**src/rtl/riscv_div_unit_if.sv**
```systemverilog
// Divide request/response bundle between the EX stage (master) and riscv_div_unit (slave).
interface riscv_div_unit_if #(
    parameter int unsigned XLEN = 32
);
    logic            i_start;
    logic [1:0]      i_op;
    logic [XLEN-1:0] i_dividend;
    logic [XLEN-1:0] i_divisor;
    logic            i_flush;
    logic            o_busy;
    logic            o_done;
    logic [XLEN-1:0] o_result;
    logic            o_stall;

    modport master (
        output i_start, i_op, i_dividend, i_divisor, i_flush,
        input  o_busy, o_done, o_result, o_stall
    );

    modport slave (
        input  i_start, i_op, i_dividend, i_divisor, i_flush,
        output o_busy, o_done, o_result, o_stall
    );
endinterface

```
**src/rtl/riscv_div_unit.sv**
```systemverilog
// Iterative restoring divider for DIV/DIVU/REM/REMU, one quotient bit per cycle.
// Optional macro DIV_EARLY_OUT_EN: finish at accept when |dividend| < |divisor|.
module riscv_div_unit #(
    parameter int unsigned XLEN  = 32,
    parameter int unsigned CNT_W = 6
) (
    input  logic              clk,
    input  logic              rst,
    riscv_div_unit_if.slave   bus
);

    typedef enum logic [1:0] {StIdle, StBusy, StDone} state_e;

    state_e          state_q, state_d;
    logic [XLEN-1:0] rem_q, rem_d;
    logic [XLEN-1:0] quo_q, quo_d;
    logic [XLEN-1:0] dvs_q, dvs_d;
    logic [XLEN-1:0] result_q, result_d;
    logic [CNT_W-1:0] cnt_q, cnt_d;
    logic            is_rem_q, is_rem_d;
    logic            neg_quo_q, neg_quo_d;
    logic            neg_rem_q, neg_rem_d;
    logic            busy_q, busy_d;
    logic            done_q, done_d;

    logic            is_signed, a_neg, b_neg;
    logic [XLEN-1:0] a_mag, b_mag;
    logic            div_zero, overflow, early;
    logic [XLEN-1:0] special_res;

    // Accept-time decode on the raw request operands.
    always_comb begin
        is_signed = ~bus.i_op[0];
        a_neg     = is_signed & bus.i_dividend[XLEN-1];
        b_neg     = is_signed & bus.i_divisor[XLEN-1];
        a_mag     = a_neg ? -bus.i_dividend : bus.i_dividend;
        b_mag     = b_neg ? -bus.i_divisor : bus.i_divisor;
        div_zero  = (bus.i_divisor == '0);
        overflow  = is_signed && (bus.i_dividend == {1'b1, {(XLEN-1){1'b0}}})
                    && (bus.i_divisor == '1);
`ifdef DIV_EARLY_OUT_EN
        early     = !div_zero && (a_mag < b_mag);
`else
        early     = 1'b0;
`endif
        if (div_zero) begin
            special_res = bus.i_op[1] ? bus.i_dividend : '1;
        end else if (overflow) begin
            special_res = bus.i_op[1] ? '0 : bus.i_dividend;
        end else begin
            special_res = bus.i_op[1] ? bus.i_dividend : '0;
        end
    end

    logic [XLEN:0]   rem_sh;
    logic [XLEN-1:0] diff;
    logic            ge;
    logic [XLEN-1:0] step_rem, step_quo;
    logic [XLEN-1:0] fin_quo, fin_rem, fin_res;

    // rem_q < dvs_q always holds, so the shifted value needs one extra bit only.
    always_comb begin
        rem_sh   = {rem_q, quo_q[XLEN-1]};
        ge       = (rem_sh >= {1'b0, dvs_q});
        diff     = rem_sh[XLEN-1:0] - dvs_q;
        step_rem = ge ? diff : rem_sh[XLEN-1:0];
        step_quo = {quo_q[XLEN-2:0], ge};
        fin_quo  = neg_quo_q ? -step_quo : step_quo;
        fin_rem  = neg_rem_q ? -step_rem : step_rem;
        fin_res  = is_rem_q ? fin_rem : fin_quo;
    end

    always_comb begin
        state_d   = state_q;
        rem_d     = rem_q;
        quo_d     = quo_q;
        dvs_d     = dvs_q;
        result_d  = result_q;
        cnt_d     = cnt_q;
        is_rem_d  = is_rem_q;
        neg_quo_d = neg_quo_q;
        neg_rem_d = neg_rem_q;
        busy_d    = busy_q;
        done_d    = 1'b0;
        unique case (state_q)
            StIdle: begin
                if (bus.i_start && !bus.i_flush) begin
                    rem_d     = '0;
                    quo_d     = a_mag;
                    dvs_d     = b_mag;
                    cnt_d     = CNT_W'(XLEN);
                    is_rem_d  = bus.i_op[1];
                    neg_quo_d = a_neg ^ b_neg;
                    neg_rem_d = a_neg;
                    if (div_zero || overflow || early) begin
                        state_d  = StDone;
                        result_d = special_res;
                        done_d   = 1'b1;
                        busy_d   = 1'b0;
                    end else begin
                        state_d = StBusy;
                        busy_d  = 1'b1;
                    end
                end
            end
            StBusy: begin
                if (bus.i_flush) begin
                    state_d = StIdle;
                    busy_d  = 1'b0;
                end else begin
                    rem_d = step_rem;
                    quo_d = step_quo;
                    cnt_d = cnt_q - CNT_W'(1);
                    if (cnt_q == CNT_W'(1)) begin
                        state_d  = StDone;
                        result_d = fin_res;
                        busy_d   = 1'b0;
                        done_d   = 1'b1;
                    end
                end
            end
            StDone: begin
                // A still-high i_start here belongs to the op just finished.
                state_d = StIdle;
                busy_d  = 1'b0;
            end
            default: begin
                state_d = StIdle;
                busy_d  = 1'b0;
            end
        endcase
    end

    always_ff @(posedge clk) begin
        if (rst) begin
            state_q   <= StIdle;
            rem_q     <= '0;
            quo_q     <= '0;
            dvs_q     <= '0;
            result_q  <= '0;
            cnt_q     <= '0;
            is_rem_q  <= 1'b0;
            neg_quo_q <= 1'b0;
            neg_rem_q <= 1'b0;
            busy_q    <= 1'b0;
            done_q    <= 1'b0;
        end else begin
            state_q   <= state_d;
            rem_q     <= rem_d;
            quo_q     <= quo_d;
            dvs_q     <= dvs_d;
            result_q  <= result_d;
            cnt_q     <= cnt_d;
            is_rem_q  <= is_rem_d;
            neg_quo_q <= neg_quo_d;
            neg_rem_q <= neg_rem_d;
            busy_q    <= busy_d;
            done_q    <= done_d;
        end
    end

    assign bus.o_busy   = busy_q;
    assign bus.o_done   = done_q;
    assign bus.o_result = result_q;
    // Low in DONE so the pipeline advances in the done cycle.
    assign bus.o_stall  = !bus.i_flush &&
                          (((state_q == StIdle) && bus.i_start) || (state_q == StBusy));

endmodule

```
**src/flat_wrapper.sv**
```systemverilog
// flat-port wrapper written by rule: the top's interface ports become plain ports
module riscv_div_unit_flat 
#(
    parameter int unsigned XLEN  = 32,
    parameter int unsigned CNT_W = 6
)
  (clk, rst, bus_i_start, bus_i_op, bus_i_dividend, bus_i_divisor, bus_i_flush, bus_o_busy, bus_o_done, bus_o_result, bus_o_stall);
  riscv_div_unit_if #(.XLEN(XLEN)) bus_i ();
  input  logic clk;
  input  logic rst;
  input wire logic [$bits(bus_i.i_start)-1:0] bus_i_start;
  input wire logic [$bits(bus_i.i_op)-1:0] bus_i_op;
  input wire logic [$bits(bus_i.i_dividend)-1:0] bus_i_dividend;
  input wire logic [$bits(bus_i.i_divisor)-1:0] bus_i_divisor;
  input wire logic [$bits(bus_i.i_flush)-1:0] bus_i_flush;
  output wire logic [$bits(bus_i.o_busy)-1:0] bus_o_busy;
  output wire logic [$bits(bus_i.o_done)-1:0] bus_o_done;
  output wire logic [$bits(bus_i.o_result)-1:0] bus_o_result;
  output wire logic [$bits(bus_i.o_stall)-1:0] bus_o_stall;
  assign bus_i.i_start = bus_i_start;
  assign bus_i.i_op = bus_i_op;
  assign bus_i.i_dividend = bus_i_dividend;
  assign bus_i.i_divisor = bus_i_divisor;
  assign bus_i.i_flush = bus_i_flush;
  assign bus_o_busy = bus_i.o_busy;
  assign bus_o_done = bus_i.o_done;
  assign bus_o_result = bus_i.o_result;
  assign bus_o_stall = bus_i.o_stall;
  riscv_div_unit #(.XLEN(XLEN), .CNT_W(CNT_W)) u_core (.clk(clk), .rst(rst), .bus(bus_i));
endmodule
```
**config.mk**
```make
export PLATFORM = sky130hd
export DESIGN_NAME = riscv_div_unit_flat
export DESIGN_NICKNAME = d
export VERILOG_FILES = /design/src/rtl/riscv_div_unit_if.sv /design/src/rtl/riscv_div_unit.sv /design/src/flat_wrapper.sv
export SDC_FILE = /design/constraint.sdc
export NUM_CORES = 1
export LEC_CHECK = 0
export BUFFER_PORTS_ARGS = -buffer_cell sky130_fd_sc_hd__buf_2
export CAP_MARGIN = 20
export CELL_PAD_IN_SITES_DETAIL_PLACEMENT = 1
export CELL_PAD_IN_SITES_GLOBAL_PLACEMENT = 2
export CORE_UTILIZATION = 36
export CTS_BUF_LIST = sky130_fd_sc_hd__clkbuf_8
export DETAILED_ROUTE_END_ITERATION = 7
export MAX_ROUTING_LAYER = met4
export PLACE_DENSITY_LB_ADDON = 0.25
export SLEW_MARGIN = 20
export SYNTH_ARGS = -nofsm -noshare
export SYNTH_HDL_FRONTEND = slang
export SYNTH_SLANG_ARGS = --single-unit
```
**constraint.sdc**
```tcl
create_clock -name clk -period 6.36 [get_ports clk]
set_clock_uncertainty 0.1 [all_clocks]
set_input_delay 0.636 -clock clk [delete_from_list [all_inputs] [get_ports clk]]
set_output_delay 0.636 -clock clk [all_outputs]
set_load 0.02 [all_outputs]
```
==> impl_metrics.yaml, run 1 <==
status:
  status: "finished clean"
global_route:
  antenna_found_initial: 0
  grt-ovfl-total: 0
  grt_use_total_pct: 29.4
  grt_pass1_vias: 12000
  grt_max_degree: 74
  grt_pass1_wl_mm: 72.5
placed_design:
  hpwl_mm: 36.1
  dp.cells: 2017
  io_buffers: 104
  gp_congestion: 0.951
  preCtsSetupSlack_ns: 1.04
synthesis:
  ys.flop_type: "dfxtp_1"
  synth_mux_area_share_pct: 1.34
  async_flop_share_pct: 0
  yosys.area_share.xor_xnor_pct: 9.26
  syn_avg_cell_area_um2: 7.12
  synth_cells: 1608
  synth_area_leaders: "dfxtp_1, nor2_1, a21oi_1"
  ys_warn_count: 0
  synth_compound_area_share_pct: 30.2
  synth_top_family_by_area: "compound AO/OA/AOI/OAI gates"
  ys_seq_elements: 140
  synth_top_area_share_pct: 24.5
  ys_seq_area_share_pct: 24.5
  syn-num-nets: 1718
  yosys.area_share.simple_pct: 24.4
  ys_types: 77
  syn-cell-area_um2: 11400
  synth_top_area_cell: "dfxtp_1"
  synth_edf_count: 0
  synthAdderAreaFrac_pct: 4.44
worst_setup_path:
  startpoint_type: "flop"
  required_ns: 6.62
  endpoint_kind: "flop"
  cp.arrival_ns: 5.73
  worst-setup-path-type: "reg -> reg"
  path_max_fanout: 14
clock_tree:
  cts_resized: 0
  cts_tree: "done"
  clock-sinks: 140
  clockBufferDepth: 2
  clock_latency_ns: 0.48
  ctsHtreeMaxLevel: 4
  post-cts-setup-buffer-count: 0
  clk_pin_slew_ns: 0.08
  root_buffer: "clkbuf_8"
  holdBufCountCts: 0
  numCtsBuffers: 17
worst_hold_path:
  holdCritPathClass: "reg -> reg"
drt:
  drt-initial-drc-count: 905
  vias: 12500
  drtAntennaViolNets: 0
  routed_wl_mm: 46.7
  firstDrtPassIters: 7
  wl_per_cell_um: 22.8
  viasPerCell: 6.11
  drc: 0
layout:
  ff_latch_area_um2: 2800
  n_fill_cell: 3937
  multi_input_area_um2: 8000
  drive_above_1_share_pct: 11.4
  insertedDiodeCount: 0
  fin_util_pct: 40.8
  stdcell_count: 2048
  syn2layout_area_growth_pct: 10.0
  final_nets: 1750
sta:
  post-route-min-period_ns: 5.47
  finalSetupViolations: 0
  hold_viol: 0
  max_freq_mhz: 183
  setup_ws_ns: 0.889
  rsz0062_at_grt: "no"
  slew_headroom_pct: 26.8
  drv_slew: 0
  worst_pin_slew_ns: 1.09
  tns_ns: 0
  finalCritPeriodShare_pct: 86.0
floorplan:
  start_util_pct: 37.0
  die_w_um: 180
  die_h_um: 180
  ioPinCount: 105
  rows: 64
  die-area_um2: 32500
  core_um2: 30900
power_and_ir_drop:
  ir_drop_uv: 125
  p_leak_nw: 4.88
  p_per_area_nw_per_um2: 214
flow_run:
  max_cap_violations: 0
cell usage in the layout (no fill, tap or decap), types with 7 or more instances in the layout:
cell / instances
a31oi_1: 13
xor2_1: 79
inv_1: 62
or2_2: 9
o31ai_1: 34
buf_4: 23
nor3_1: 52
nor4_1: 16
nor2b_1: 8
ha_1: 39
a21oi_1: 163
or4_1: 13
nand2_1: 123
nor2_1: 226
or3_1: 34
mux2i_1: 12
nand3_1: 22
a21o_1: 9
o211ai_1: 11
o21a_1: 10
and2_1: 7
clkbuf_8: 21
and3_1: 14
o21ai_0: 101
a311oi_1: 13
dfxtp_1: 140
a211oi_1: 80
xnor2_1: 42
o2111ai_1: 7
nand4_1: 28
buf_2: 103
a2111oi_0: 11
a22oi_1: 23
o41ai_1: 12
final timing paths:
kind	depth (start not counted)	end	slack, ns	startpoint
worst max register to register	16	u_core.bus.o_result[30]$_SDFFE_PP0P_	0.89	u_core.rem_q[5]$_SDFFE_PP0P_
worst min-delay path	2	u_core.bus.o_result[21]$_SDFFE_PP0P_	0.33	u_core.bus.o_result[21]$_SDFFE_PP0P_
worst min register to register	2	u_core.bus.o_result[21]$_SDFFE_PP0P_	0.33	u_core.bus.o_result[21]$_SDFFE_PP0P_
worst max-delay path	16	u_core.bus.o_result[30]$_SDFFE_PP0P_	0.89	u_core.rem_q[5]$_SDFFE_PP0P_
layer usage:
| layer | global-route usage (%) | up-vias | share of wire [%] |
|---|---|---|---|
| met1 | 41.9 | 6196 | 50 |
| met4 | 8.62 | 0 | 2.2 |
| met5 | - | - | 0 |
| met2 | 43.7 | 324 | 44 |
| li1 | - | 5941 | - |
| met3 | 2.67 | 62 | 4.0 |
logic make-up (layout without fill, tap and decap cells):
family                   after synthesis  after routing
multiplexers                          15             15
adder cells (fa/ha/maj)               40             40
flip-flops                           140            140
AND/OR/NAND/NOR                      587            587
buffers and inverters                172            216
XOR/XNOR                             121            121
AO/OA/AOI/OAI                        533            533
power by group:
| group | switching (mW) | internal [mW] | leakage [nW] |
|---|---|---|---|
| combinational | 0.660 | 0.322 | 3.53 |
| clock | 0.372 | 0.381 | 0.209 |
| sequential | 0.0474 | 0.918 | 1.14 |
| total | 1.08 | 1.62 | 4.88 |
metrics by stage:
step           hold WS [ns]  power, mW  area (um^2)
6_report              0.335       2.70        12600
3_3_place_gp          0.331       1.93        12200
2_1_floorplan         0.332       1.62        11400
4_1_cts               0.313       2.70        12600
5_1_grt               0.349       2.84        12600
3_5_place_dp          0.328       1.94        12200
cells in the mapped netlist (all sizes together), types with 3 or more instances:
library cell / instances
a22oi: 24
mux2i: 12
nor3b: 4
buf: 28
or4: 15
nand3: 22
nor2b: 8
o31ai: 34
o41ai: 13
or2: 12
xor2: 79
nor4: 17
nor4b: 3
o211ai: 12
o311ai: 4
a311oi: 13
inv: 59
nand4: 28
mux2: 3
a21o: 9
clkbuf: 85
nand2b: 6
and3b: 3
and4: 3
a2111oi: 12
o21bai: 3
o31a: 5
and3: 14
o21a: 10
o2111ai: 7
nor3: 53
a21oi: 165
a31oi: 13
a211oi: 80
o21ai: 104
nand2: 123
ha: 39
xnor2: 42
dfxtp: 140
and2: 7
nor2: 227
o221ai: 5
or3: 38
layout make-up:
| type | instances | area share, % |
|---|---|---|
| multi-input combinational | 1296 | 63.5 |
| timing repair buffer | 126 | 5.46 |
| clock inverter | 10 | 0.795 |
| tap | 396 | 3.93 |
| clock buffer | 21 | 2.29 |
| inverter | 59 | 1.76 |
| sequential | 140 | 22.2 |
flip-flops by register name, indices dropped and copies added (netlist names):
signal	cells
u_core.dvs_q	32
u_core.neg_rem_q	1
u_core.is_rem_q	1
u_core.state_q	1
u_core.bus.o_busy	1
u_core.rem_q	32
u_core.bus.o_done	1
u_core.cnt_q	6
u_core.quo_q	32
u_core.neg_quo_q	1
u_core.bus.o_result	32
worst max-delay path: stages (launching register included):
cell and delay [ns]:
dfxtp_1 0.39, ha_1 0.63, a21o_1 0.30, a31oi_1 0.19
or3_1 0.43, and3_1 0.28, o21ai_2 0.48, mux2i_1 0.38
ha_1 0.29, o2111ai_1 0.14, nor2_1 0.20, and3_1 0.23
o21a_1 0.18, o21ai_0 0.25, o41ai_1 0.49, xor2_1 0.27
o21ai_0 0.12
Power figures use the tool's default switching activity.
==> inputs of run 2 (changes only) <==
- ABC_AREA: default -> 1
- CORE_UTILIZATION: 36 -> 33
==> run 2 against run 1 <==
Effect of this change: non-clock buffer count shrank 4; register-to-register slack gained 0.25 ns; synthesized area grew 12%; cell area grew 12%.
==> impl_metrics.yaml, run 2 <==
status:
  status: "finished clean"
synthesis:
  synth_top_area_cell: "dfxtp_1"
  ys_warn_count: 0
  synth_area_leaders: "dfxtp_1, nand2_1, inv_1"
  syn-cell-area_um2: 12800
  ys_seq_elements: 140
  synth_edf_count: 0
  ys_seq_area_share_pct: 21.9
  yosysMostFrequentCell: "nand2_1"
  ys.flop_type: "dfxtp_1"
  ys_top_cells_by_count: "nand2_1, inv_1, nor2_1"
  synth_top_area_share_pct: 21.9
  syn_avg_cell_area_um2: 5.72
  async_flop_share_pct: 0
  ys_types: 55
  syn-num-nets: 2344
  synth_cells: 2234
power_and_ir_drop:
  p_sw_share_pct: 53.8
  p_seq_share_pct: 23.1
  p_per_area_nw_per_um2: 301
  p_leak_nw: 6.89
  p_int_mw: 1.95
  ir_drop_uv: 165
  combPwrFrac_pct: 59.0
  power.share.clock_pct: 17.9
  p_switching_mw: 2.27
sta:
  worst_pin_slew_ns: 1.05
  post-route-min-period_ns: 5.22
  drv_slew: 0
  hold_viol: 0
  max_freq_mhz: 192
  slew_headroom_pct: 29.5
  finalSetupViolations: 0
  finalCritPeriodShare_pct: 82.0
  tns_ns: 0
  rsz0062_at_grt: "no"
drt:
  wl_per_cell_um: 19.4
  drt-initial-drc-count: 816
  drc: 0
  vias: 14700
  routed_wl_mm: 54.5
  firstDrtPassIters: 6
  viasPerCell: 5.21
  drtAntennaViolNets: 0
worst_setup_path:
  worst-setup-path-type: "reg -> reg"
  cpMostUsedCell: "nand2_1"
  critPathMaxStageDelay_ns: 0.38
  startpoint_type: "flop"
  crit_family: "simple AND/OR/NAND/NOR gates"
  path_max_fanout: 37
  required_ns: 6.61
  critPathBufInv: 5
  cp.arrival_ns: 5.47
  endpoint_kind: "flop"
  critPathSlowestCell: "ha_1"
clock_tree:
  post-cts-setup-buffer-count: 0
  cts_resized: 0
  holdBufCountCts: 0
  clock_latency_ns: 0.51
  numCtsBuffers: 17
  clock-sinks: 140
  clk_pin_slew_ns: 0.10
  cts_tree: "done"
  clockBufferDepth: 2
  ctsHtreeMaxLevel: 4
  root_buffer: "clkbuf_8"
placed_design:
  gp_congestion: 0.953
  placed_area_um2: 13700
  hpwl_mm: 42.8
  io_buffers: 104
layout:
  final_nets: 2400
  final_area_um2: 14000
  drive_above_1_share_pct: 10.8
  syn2layout_area_growth_pct: 9.90
  insertedDiodeCount: 0
  layout_commonest_cell: "nand2_1"
  final_cell_mix: "nand2_1, inv_1, nor2_1"
floorplan:
  die_h_um: 199
  die-area_um2: 39500
  start_util_pct: 33.7
  ioPinCount: 105
  core_um2: 37900
  rows: 71
  die_w_um: 199
global_route:
  grt-ovfl-total: 0
  antenna_found_initial: 0
  grt_pass1_wl_mm: 84.4
  grt_max_degree: 82
  grt_use_total_pct: 28.9
  grt_pass1_vias: 14700
flow_run:
  max_cap_violations: 0
worst_hold_path:
  holdCritPathClass: "in -> reg"
run 2: cell types whose count changed in the layout (fill, tap and decap cells not counted), moves of 31 or more:
cell	change
nand3_1	+137
xor2_1	-36
xnor2_1	-38
inv_1	+267
o31ai_1	-31
or3_1	-34
nand2_1	+506
a211oi_1	-79
run 2: logic make-up (layout without fill, tap and decap cells):
| group | after synthesis | count (layout) | synth area share (%) |
|---|---|---|---|
| flip-flops | 140 | 140 | 21.9 |
| XOR/XNOR | 47 | 47 | 3.22 |
| AO/OA/AOI/OAI | 409 | 409 | 17.4 |
| adder cells (fa/ha/maj) | 40 | 40 | 3.97 |
| AND/OR/NAND/NOR | 1177 | 1177 | 40.3 |
| buffers and inverters | 421 | 490 | 13.2 |
run 2: power groups by stage:
| stage | Combinational [mW] | Clock, mW | Sequential (mW) |
|---|---|---|---|
| 3_5_place_dp | 2.45 | 0 | 0.997 |
| 2_1_floorplan | 1.77 | 0 | 0.989 |
| 6_report | 2.49 | 0.755 | 0.978 |
| 4_1_cts | 2.47 | 0.769 | 0.977 |
| 3_3_place_gp | 2.42 | 0 | 0.995 |
| 5_1_grt | 2.78 | 0.803 | 0.984 |
run 2: layer usage:
layer	global-route usage [%]	routed length, um	share of wire [%]
met1	39.4	27200	50
met2	44.7	24200	44
met3	4.56	2340	4.3
met4	5.95	787	1.4
met5	-	0	0
run 2: worst paths after layout:
check / startpoint / endpoint / slack [ns] / depth (start not counted)
worst max-delay path: u_core.dvs_q[2]$_SDFFE_PP0P_ / u_core.bus.o_result[28]$_SDFFE_PP0P_ / 1.14 / 31
worst min-delay path: bus_i_dividend[31] / u_core.quo_q[31]$_SDFFE_PP0P_ / 0.34 / 3
worst max register to register: u_core.dvs_q[2]$_SDFFE_PP0P_ / u_core.bus.o_result[28]$_SDFFE_PP0P_ / 1.14 / 31
worst min register to register: u_core.bus.o_result[17]$_SDFFE_PP0P_ / u_core.bus.o_result[17]$_SDFFE_PP0P_ / 0.37 / 2
run 2: worst min-delay path, delay by kind of cell:
family / cells / cell delay (ns)
buffers and inverters: 1 / 0.14
and+or+nand+nor: 1 / 0.08
AOI/OAI and AO/OA: 1 / 0.05
run 2: cell type report:
type,instances,area [um^2]
fillers,5241,23900
flip-flops and latches,140,2800
multi-input cells,1673,8320
inverters,336,1260
clock inverters,15,136
well taps,511,639
clock buffers,17,234
repair buffers,122,656
run 2: metrics by stage:
stage | std cells | hold slack (ns) | setup WS (ns) | utilization (%) | total power, mW
after floorplan | 2234 | 0.332 | 2.72 | - | 2.76
after detailed placement | 2782 | 0.356 | 1.27 | 36.1 | 3.45
after global routing | 2814 | 0.335 | 0.654 | 37.0 | 4.56
after CTS | 2814 | 0.320 | 1.17 | 37.0 | 4.21
after global placement | 2782 | 0.351 | 1.53 | 36.1 | 3.41
final | 2814 | 0.343 | 1.14 | 37.0 | 4.23
==> inputs of run 3 (changes only) <==
- CORE_UTILIZATION: 33 -> 30
- clock period: 6.36 -> 4.2 ns (I/O delays scaled with it)
==> run 3 against run 2 <==
Effect of this change: hold slack lost 0.26 ns; die area rose by 9.9%; utilization shrank 2.3 points; combinational power up 57%; clock power grew 74%; largest power group unchanged.
==> impl_metrics.yaml, run 3 (synthesis results as in run 2) <==
drt:
  drtAntennaViolNets: 0
  firstDrtPassIters: 7
  vias: 14700
  drc: 0
  viasPerCell: 5.14
  drt-initial-drc-count: 778
  routed_wl_mm: 55.5
  wl_per_cell_um: 19.4
floorplan:
  die_w_um: 208
  core_um2: 41900
  start_util_pct: 30.5
  die_h_um: 208
  die-area_um2: 43400
  rows: 75
  ioPinCount: 105
sta:
  slew_headroom_pct: 28.4
  worst_pin_slew_ns: 1.07
  post-route-min-period_ns: 4.00
  setup_ws_ns: 0.198
  hold_viol: 0
  finalCritPeriodShare_pct: 95.3
  finalSetupViolations: 0
  rsz0062_at_grt: "yes"
  max_freq_mhz: 250
  drv_slew: 0
worst_setup_path:
  required_ns: 4.51
  critPathMaxStageDelay_ns: 0.34
  worst-setup-path-type: "reg -> reg"
  cpMostUsedCell: "nand2_1"
  startpoint_type: "flop"
  cp.arrival_ns: 4.31
  crit_chain: "inv_1, ha_1, buf_4, nand2_1, nor2_2, nand2_1, nor3_2, nand2_4, nand2_4, buf_6, nand2_1, nand2_1, ha_1, nand3_2, nor2_1, nand2_1, nand2_2, a21oi_1, o21ai_0, nand2_1, nand2_1, a21oi_1"
  critPathBufInv: 3
  critPathSlowestCell: "ha_1"
  endpoint_kind: "flop"
  rrSetupSlack_ns: 0.20
  crit_family: "simple AND/OR/NAND/NOR gates"
  path_max_fanout: 36
clock_tree:
  numCtsBuffers: 17
  root_buffer: "clkbuf_8"
  clk_pin_slew_ns: 0.09
  clockBufferDepth: 2
  clock-sinks: 140
  ctsHtreeMaxLevel: 4
  clock_latency_ns: 0.53
  holdBufCountCts: 0
  cts_tree: "done"
flow_run:
  max_cap_violations: 0
power_and_ir_drop:
  p_sw_share_pct: 52.2
  p_per_area_nw_per_um2: 459
  power.share.clock_pct: 19.6
  combPwrFrac_pct: 58.3
  p_int_mw: 3.20
  p_switching_mw: 3.50
  ir_drop_uv: 247
  p_leak_nw: 7.02
  total_power_mw: 6.70
  p_seq_share_pct: 22.1
global_route:
  grt_max_degree: 82
  met2_usage_pct: 40.9
  grtUsageMet3_pct: 2.52
  top_usage_layer: "met2"
  grt_pass1_vias: 14400
  antenna_found_initial: 1
  grt_pass1_wl_mm: 85.7
  met1_usage_pct: 37.2
  grt-ovfl-total: 0
  grt_use_total_pct: 26.6
layout:
  stdcell_count: 2861
  syn2layout_area_growth_pct: 14.1
  layout_commonest_cell: "nand2_1"
  final_nets: 2418
  n_fill_cell: 5681
  final_cell_mix: "nand2_1, inv_1, nor2_1"
  drive_above_1_share_pct: 13.3
placed_design:
  dp.cells: 2826
  gp_congestion: 0.935
  hpwl_mm: 43.5
  io_buffers: 104
  preCtsSetupSlack_ns: -0.107
worst_hold_path:
  holdCritPathClass: "in -> reg"
status:
  status: "finished clean"
-- run 3: routing by layer --
layer,routed length [um],vias to the layer above
met5,0,-
met4,875,0
li1,-,7314
met3,2000,43
met2,24700,238
met1,27900,7102
-- run 3: what timing repair did --
item,CTS,global route
setup buffers,0,2
pin swaps,0,3
endpoints found under the setup margin,3,10
gates resized for setup,2,47
-- run 3: path summary, 6_finish.rpt --
kind                                             start                              endpoint  cells after the start
setup / recovery         u_core.dvs_q[17]$_SDFFE_PP0P_  u_core.bus.o_result[14]$_SDFFE_PP0P_                     22
hold / removal                                     rst   u_core.bus.o_result[7]$_SDFFE_PP0P_                      2
setup reg to reg         u_core.dvs_q[17]$_SDFFE_PP0P_  u_core.bus.o_result[14]$_SDFFE_PP0P_                     22
hold reg to reg   u_core.bus.o_result[19]$_SDFFE_PP0P_  u_core.bus.o_result[19]$_SDFFE_PP0P_                      2
-- run 3: power by group through the flow --
stage	clock network, mW	registers (mW)	logic [mW]
after floorplan	0	1.50	2.68
final	1.31	1.48	3.91
after global placement	0	1.51	3.75
after global routing	1.39	1.49	4.38
after detailed placement	0	1.51	3.80
after CTS	1.35	1.48	3.82
-- run 3: final cells by class --
class	count	area [um^2]	share of cell area [%]
Antenna cell	1	2.50	0.0172
Timing Repair Buffer	140	822	5.64
Tap cell	539	674	4.62
Inverter	336	1260	8.65
Clock inverter	15	196	1.35
Sequential cell	140	2810	19.2
Multi-Input combinational cell	1673	8590	58.9
Clock buffer	17	234	1.60
-- run 3: metrics by stage --
stage | instance area, um^2 | utilization (%) | setup TNS, ns | hold slack, ns
6_report | 14600 | 34.8 | 0 | 0.0882
5_1_grt | 14600 | 34.8 | -0.0183 | 0.0873
4_1_cts | 14300 | 34.1 | 0 | 0.0668
3_5_place_dp | 13900 | 33.0 | -0.107 | 0.358
3_3_place_gp | 13900 | 33.0 | 0 | 0.350
2_1_floorplan | 12800 | - | 0 | 0.332
